--- src/rtl/instr_fetch_if.sv ---
// Fetch-unit bus: instruction memory read port, processor-side instruction
// handshake and the redirect/halt controls.
interface instr_fetch_if;
    logic       enable;
    logic       mem_rd;
    logic [7:0] mem_addr;
    logic [7:0] mem_rdata;
    logic [7:0] instr;
    logic [7:0] instr_pc;
    logic       instr_valid;
    logic       instr_ready;
    logic       redirect;
    logic [7:0] redirect_pc;
    logic       halted;

    modport master (
        input  enable, mem_rdata, instr_ready, redirect, redirect_pc,
        output mem_rd, mem_addr, instr, instr_pc, instr_valid, halted
    );

    modport slave (
        output enable, mem_rdata, instr_ready, redirect, redirect_pc,
        input  mem_rd, mem_addr, instr, instr_pc, instr_valid, halted
    );
endinterface

--- src/rtl/instr_fetch.sv ---
// Instruction prefetch unit: issues sequential reads, queues the returned words
// in a small shift FIFO whose entry 0 drives the processor outputs directly.
module instr_fetch #(
    parameter int         DEPTH    = 2,
    parameter logic [7:0] RESET_PC = 8'h00,
    parameter logic [7:0] HALT_OP  = 8'hFF
) (
    input logic          clk,
    input logic          rst,
    instr_fetch_if.master bus
);
    localparam int CW = $clog2(DEPTH + 1);

    typedef enum logic {RUN, HALTED} state_t;

    state_t        state, state_next;
    logic [CW-1:0] cnt, cnt_next, wr_idx;
    logic [CW:0]   occ;
    logic [7:0]    fetch_pc, rd_addr;
    logic          rd_pending, valid_q;
    logic          pop, push, halt_now, flush, rd_en;
    logic [7:0]    buf_data [DEPTH];
    logic [7:0]    buf_pc   [DEPTH];

    // NOTE: every signal gets a default before any branch so no latch is inferred.
    always_comb begin
        state_next = state;
        pop        = valid_q && bus.instr_ready;
        halt_now   = (state == RUN) && pop && (buf_data[0] == HALT_OP) && !bus.redirect;
        flush      = bus.redirect || halt_now;
        push       = (state == RUN) && rd_pending && !flush;
        // Credit the entry leaving this cycle so a full-rate stream never stalls.
        occ        = (CW+1)'(cnt) + (CW+1)'(rd_pending) - (CW+1)'(pop);
        rd_en      = !rst && (state == RUN) && bus.enable && !bus.redirect
                     && (occ < (CW+1)'(DEPTH));
        wr_idx     = cnt - CW'(pop);
        cnt_next   = flush ? '0 : cnt + CW'(push) - CW'(pop);
        case (state)
            RUN:    if (halt_now)     state_next = HALTED;
            HALTED: if (bus.redirect) state_next = RUN;
        endcase
    end

    // NOTE: sequential state uses non-blocking assignments only.
    always_ff @(posedge clk) begin
        if (rst) begin
            state      <= RUN;
            cnt        <= '0;
            valid_q    <= 1'b0;
            fetch_pc   <= RESET_PC;
            rd_pending <= 1'b0;
            rd_addr    <= '0;
        end else begin
            state      <= state_next;
            cnt        <= cnt_next;
            valid_q    <= (cnt_next != '0);
            rd_pending <= rd_en && !halt_now;
            rd_addr    <= fetch_pc;
            if (bus.redirect)
                fetch_pc <= bus.redirect_pc;
            else if (rd_en)
                fetch_pc <= fetch_pc + 8'd1;
        end
    end

    // NOTE: the storage is reset because entry 0 is the instr/instr_pc output.
    always_ff @(posedge clk) begin
        if (rst) begin
            for (int i = 0; i < DEPTH; i++) begin
                buf_data[i] <= '0;
                buf_pc[i]   <= '0;
            end
        end else begin
            for (int i = 0; i < DEPTH - 1; i++) begin
                if (pop) begin
                    buf_data[i] <= buf_data[i+1];
                    buf_pc[i]   <= buf_pc[i+1];
                end
            end
            for (int i = 0; i < DEPTH; i++) begin
                if (push && wr_idx == CW'(i)) begin
                    buf_data[i] <= bus.mem_rdata;
                    buf_pc[i]   <= rd_addr;
                end
            end
        end
    end

    assign bus.mem_rd      = rd_en;
    assign bus.mem_addr    = rd_en ? fetch_pc : 8'h00;
    assign bus.instr       = buf_data[0];
    assign bus.instr_pc    = buf_pc[0];
    assign bus.instr_valid = valid_q;
    assign bus.halted      = (state == HALTED);
endmodule
--- src/flat_wrapper.sv ---
// flat-port wrapper written by rule: the top's interface ports become plain ports
module instr_fetch_flat 
#(
    parameter int         DEPTH    = 2,
    parameter logic [7:0] RESET_PC = 8'h00,
    parameter logic [7:0] HALT_OP  = 8'hFF
)
  (clk, rst, bus_enable, bus_mem_rdata, bus_instr_ready, bus_redirect, bus_redirect_pc, bus_mem_rd, bus_mem_addr, bus_instr, bus_instr_pc, bus_instr_valid, bus_halted);
  instr_fetch_if bus_i ();
  input logic clk;
  input logic rst;
  input wire logic [$bits(bus_i.enable)-1:0] bus_enable;
  input wire logic [$bits(bus_i.mem_rdata)-1:0] bus_mem_rdata;
  input wire logic [$bits(bus_i.instr_ready)-1:0] bus_instr_ready;
  input wire logic [$bits(bus_i.redirect)-1:0] bus_redirect;
  input wire logic [$bits(bus_i.redirect_pc)-1:0] bus_redirect_pc;
  output wire logic [$bits(bus_i.mem_rd)-1:0] bus_mem_rd;
  output wire logic [$bits(bus_i.mem_addr)-1:0] bus_mem_addr;
  output wire logic [$bits(bus_i.instr)-1:0] bus_instr;
  output wire logic [$bits(bus_i.instr_pc)-1:0] bus_instr_pc;
  output wire logic [$bits(bus_i.instr_valid)-1:0] bus_instr_valid;
  output wire logic [$bits(bus_i.halted)-1:0] bus_halted;
  assign bus_i.enable = bus_enable;
  assign bus_i.mem_rdata = bus_mem_rdata;
  assign bus_i.instr_ready = bus_instr_ready;
  assign bus_i.redirect = bus_redirect;
  assign bus_i.redirect_pc = bus_redirect_pc;
  assign bus_mem_rd = bus_i.mem_rd;
  assign bus_mem_addr = bus_i.mem_addr;
  assign bus_instr = bus_i.instr;
  assign bus_instr_pc = bus_i.instr_pc;
  assign bus_instr_valid = bus_i.instr_valid;
  assign bus_halted = bus_i.halted;
  instr_fetch #(.DEPTH(DEPTH), .RESET_PC(RESET_PC), .HALT_OP(HALT_OP)) u_core (.clk(clk), .rst(rst), .bus(bus_i));
endmodule
--- config.mk ---
export PLATFORM = sky130hd
export DESIGN_NAME = instr_fetch_flat
export DESIGN_NICKNAME = d
export VERILOG_FILES = /design/src/rtl/instr_fetch_if.sv /design/src/rtl/instr_fetch.sv /design/src/flat_wrapper.sv
export SDC_FILE = /design/constraint.sdc
export NUM_CORES = 1
export LEC_CHECK = 0
export CORE_AREA = 2 2 102 104
export DETAILED_ROUTE_END_ITERATION = 6
export DIE_AREA = 0 0 104 106
export GPL_ROUTABILITY_DRIVEN = 0
export PLACE_DENSITY = 0.48
export SLEW_MARGIN = 20
export SYNTH_ARGS = -nofsm -noshare
export SYNTH_HDL_FRONTEND = slang
export SYNTH_SLANG_ARGS = --single-unit
--- constraint.sdc ---
create_clock -name clk -period 3.5 [get_ports clk]
set_input_delay 0.525 -clock clk [delete_from_list [all_inputs] [get_ports clk]]
set_output_delay 0.525 -clock clk [all_outputs]
set_load 0.05 [all_outputs]
==> out/metrics.cfg <==
[setup_path]
path_buf_inv=3
arrival_ps=2530
cp_top_family=simple AND/OR/NAND/NOR gates
path_class=input port to output pin
end_kind=output pin
timing.critical_path.to=bus_mem_addr[1]
worstSetupStartpoint=bus_instr_ready
reg2regPathDepth=8
worstSetupStartpointType=input port
rrSetupSlack_ps=780
r2r_start=u_core.cnt[0]$_SDFF_PP0_
cp_cell_sequence=dlymetal6s2s_1 -> nand2_2 -> xnor2_2 -> nand2_1 -> fa_1 -> nand2_1 -> or4_4 -> clkinvlp_4 -> and2_4 -> buf_12
worst_path_max_delay_cell=or4_4
slowest_delay_ps=560
r2r-end=u_core.fetch_pc[5]$_SDFFE_PP0P_
crit_top_cell=nand2_1
crit_fanout=5
critPathRequiredTime_ps=2970
crit_cells=10

[layout]
fin_area_sq_mm=0.00331
area_growth_pct=37.2
post-route-util_pct=33.1
fillers=1059
antenna_cells=0
multiInputGateArea_sq_um=872
fin_cells=394
drive_gt1_share_pct=20.2
regArea_sq_mm=0.00138
nets=281

[clock_network]
postCtsHoldBufs=0
clk_latency_ps=300
htree_levels=2
cts_tree=done
cts_root_buffer=clkbuf_8
cts_buffer_depth=2
numCtsBuffers=5
cts_sinks=53
cts.reportedPaths.clkPinSlew_ps=100

[timing]
final-max-slew-violation-count=0
finalSetupViolCount=0
period_needed_ps=3060
finalHoldViolCount=0
clock.fmax_mhz=327
tightestPinTransition_ps=982
holdWs_ps=532
worst_slack_ps=441
rsz0062_at_grt=false
fin_tns_setup_ps=0
skew_ps=5.12
post-route-period-util_pct=87.4
slew_headroom_pct=34.5

[grt]
busiest_layer=met2
overflow=0
grt_pass1_wl_um=8490
gr-usage-met1_pct=12.4
gr-usage-met3_pct=2.76
groute.usage.overall_pct=9.61
met2_usage_pct=15.6
antenna_found_initial=0
grt_max_degree=26
first_global_vias=1703

[floorplan]
row_count=37
start_util_pct=24.1
core_area_sq_mm=0.0100
fp.dieW_um=104
chipHeight_um=106
die-area_sq_mm=0.0110
ios=48

[routing]
wl_um=5050
vias=1648
drtAntennaViolNets=0
firstDrtPassIters=4
wl_per_cell_um=12.8
drc_errors=0
drtIter0Drc=90
viasPerCell=4.18

[pwr]
power_mw=1.37
max-vdd-ir-drop_v=0.000182
static-leakage-power_nw=1.22
p_per_area_mw_per_mm2=413

[synth]
ys_types=44
yosys_register_bits=53
syn-cell-area_sq_mm=0.00241
postSynthCellCount=209
yosys_warnings=0
syn-num-nets=233
avgSynthCellArea_sq_um=11.5
yosysSeqAreaShare_pct=57.3

[outcome]
run_status=completed

[placed_design]
io_buffers=47
placed_area_sq_mm=0.00313
pre_cts_slack_ps=-162
dpl.cell_count=383
hpwl_um=3650

[hold_path]
hold_path_class=register to register

[job]
cap_viol_max_count=0

==> worst min-delay path by stage <==
stage / from / to / cells after the start
floorplan: u_core.fetch_pc[7]$_SDFFE_PP0P_ / u_core.rd_addr[7]$_SDFF_PP0_ / 1
global placement: u_core.rd_addr[1]$_SDFF_PP0_ / u_core.buf_pc[0][9]$_SDFFCE_PN0P_ / 1
detailed placement: u_core.rd_addr[0]$_SDFF_PP0_ / u_core.buf_pc[0][8]$_SDFFCE_PN0P_ / 1
CTS: u_core.fetch_pc[7]$_SDFFE_PP0P_ / u_core.rd_addr[7]$_SDFF_PP0_ / 1
global route: u_core.fetch_pc[7]$_SDFFE_PP0P_ / u_core.rd_addr[7]$_SDFF_PP0_ / 1
finish: u_core.fetch_pc[7]$_SDFFE_PP0P_ / u_core.rd_addr[7]$_SDFF_PP0_ / 1
==> registers in the layout (all words and copies together), names as in the netlist <==
register and cells:
u_core.rd_addr 8, u_core.rd_pending 1, u_core.buf_data 16, u_core.fetch_pc 8, u_core.bus.instr_valid 1, u_core.buf_pc 16
u_core.cnt 2, u_core.bus.halted 1
==> report_power, final <==
| part | total (mW) | switching [mW] | internal, mW | leakage, nW |
|---|---|---|---|---|
| logic | 0.168 | 0.0940 | 0.0738 | 0.646 |
| registers | 0.706 | 0.0178 | 0.689 | 0.505 |
| clock network | 0.492 | 0.204 | 0.288 | 0.0687 |
| total | 1.37 | 0.316 | 1.05 | 1.22 |
==> routing by layer <==
metal,up-vias,share of wire (%)
li1,844,-
met1,764,48
met2,36,47
met3,4,4.6
met4,0,0.97
met5,-,0
==> placed cells by master, fill, tap and decap left out, types with 2 or more instances in the layout <==
master	count
nand4_1	2
buf_12	10
nor4b_1	2
a31oi_1	3
nand3_1	6
a22o_1	16
inv_1	7
o311ai_0	2
dfxtp_1	20
buf_4	16
or4_1	2
a211oi_1	2
nor2_1	8
bufinv_16	2
a22oi_1	2
clkbuf_8	5
a21o_1	2
a21oi_1	6
and2_2	5
nand2_1	8
edfxtp_1	32
and2_1	18
nor2b_1	7
clkdlybuf4s50_1	37
ha_1	2
and2_4	2
nor3_1	3
or3_1	3
==> synth_stat cells <==
master / number / area [sq um]
nor4b_1: 2 / 17.5
or2_0: 1 / 6.26
a211oi_1: 2 / 15.0
nor3_1: 3 / 15.0
nand4b_1: 1 / 8.76
a31oi_1: 3 / 18.8
and2_1: 25 / 156
nand4_1: 2 / 12.5
and4_1: 1 / 8.76
xnor2_1: 2 / 17.5
nor3b_1: 1 / 7.51
fa_1: 1 / 20.0
a31oi_2: 1 / 12.5
a22o_1: 16 / 140
nor4_2: 1 / 12.5
or3_1: 3 / 18.8
nor2_1: 9 / 33.8
a21o_1: 2 / 15.0
or2_2: 1 / 6.26
nor2b_1: 7 / 43.8
ha_1: 2 / 25.0
nand3b_1: 1 / 7.51
a22oi_1: 2 / 15.0
inv_1: 7 / 26.3
o311ai_1: 1 / 8.76
nand2_1: 9 / 33.8
o21ba_2: 1 / 10.0
a311o_1: 1 / 10.0
buf_4: 16 / 120
edfxtp_1: 32 / 961
a221oi_1: 1 / 8.76
o31a_1: 1 / 8.76
dfxtp_1: 21 / 420
nand3_1: 6 / 30.0
inv_2: 1 / 3.75
clkbuf_1: 5 / 18.8
a221o_1: 1 / 10.0
a21oi_1: 6 / 30.0
o311ai_0: 2 / 17.5
nor4_1: 1 / 6.26
o21ai_0: 1 / 5.00
or4_1: 3 / 22.5
xor2_1: 1 / 8.76
buf_2: 3 / 15.0
==> worst register-to-register path, delay by kind of cell (launching register included) <==
kind / cells / cell delay [ps]
compound gates: 1 / 160
xor+xnor: 1 / 150
fa+ha+maj: 1 / 510
buf+inv: 1 / 180
flops: 1 / 440
simple gates: 4 / 1220
==> cells by family after synthesis <==
group | count (synthesis) | synth area share, %
buffers and inverters | 32 | 7.63
XOR/XNOR | 3 | 1.09
flip-flops | 53 | 57.3
AND/OR/NAND/NOR | 77 | 18.6
AO/OA/AOI/OAI | 41 | 13.5
adder cells (fa/ha/maj) | 3 | 1.87
==> what timing repair did <==
| item | CTS | global route |
|---|---|---|
| gates resized for setup | 3 | 3 |
| setup endpoints to repair | 8 | 9 |
| pin swaps | 0 | 1 |
| gates cloned | 1 | 0 |
| setup buffers | 2 | 0 |
==> cell type report <==
class                   count  area share, %
multi-input cells         124           26.4
clock buffers               5           2.08
inverters                   8          0.984
clock inverters             3           2.08
well taps                 136           5.15
repair inverters            1          0.227
flip-flops and latches     53           41.8
repair buffers             64           21.3
Power figures use the tool's default switching activity.
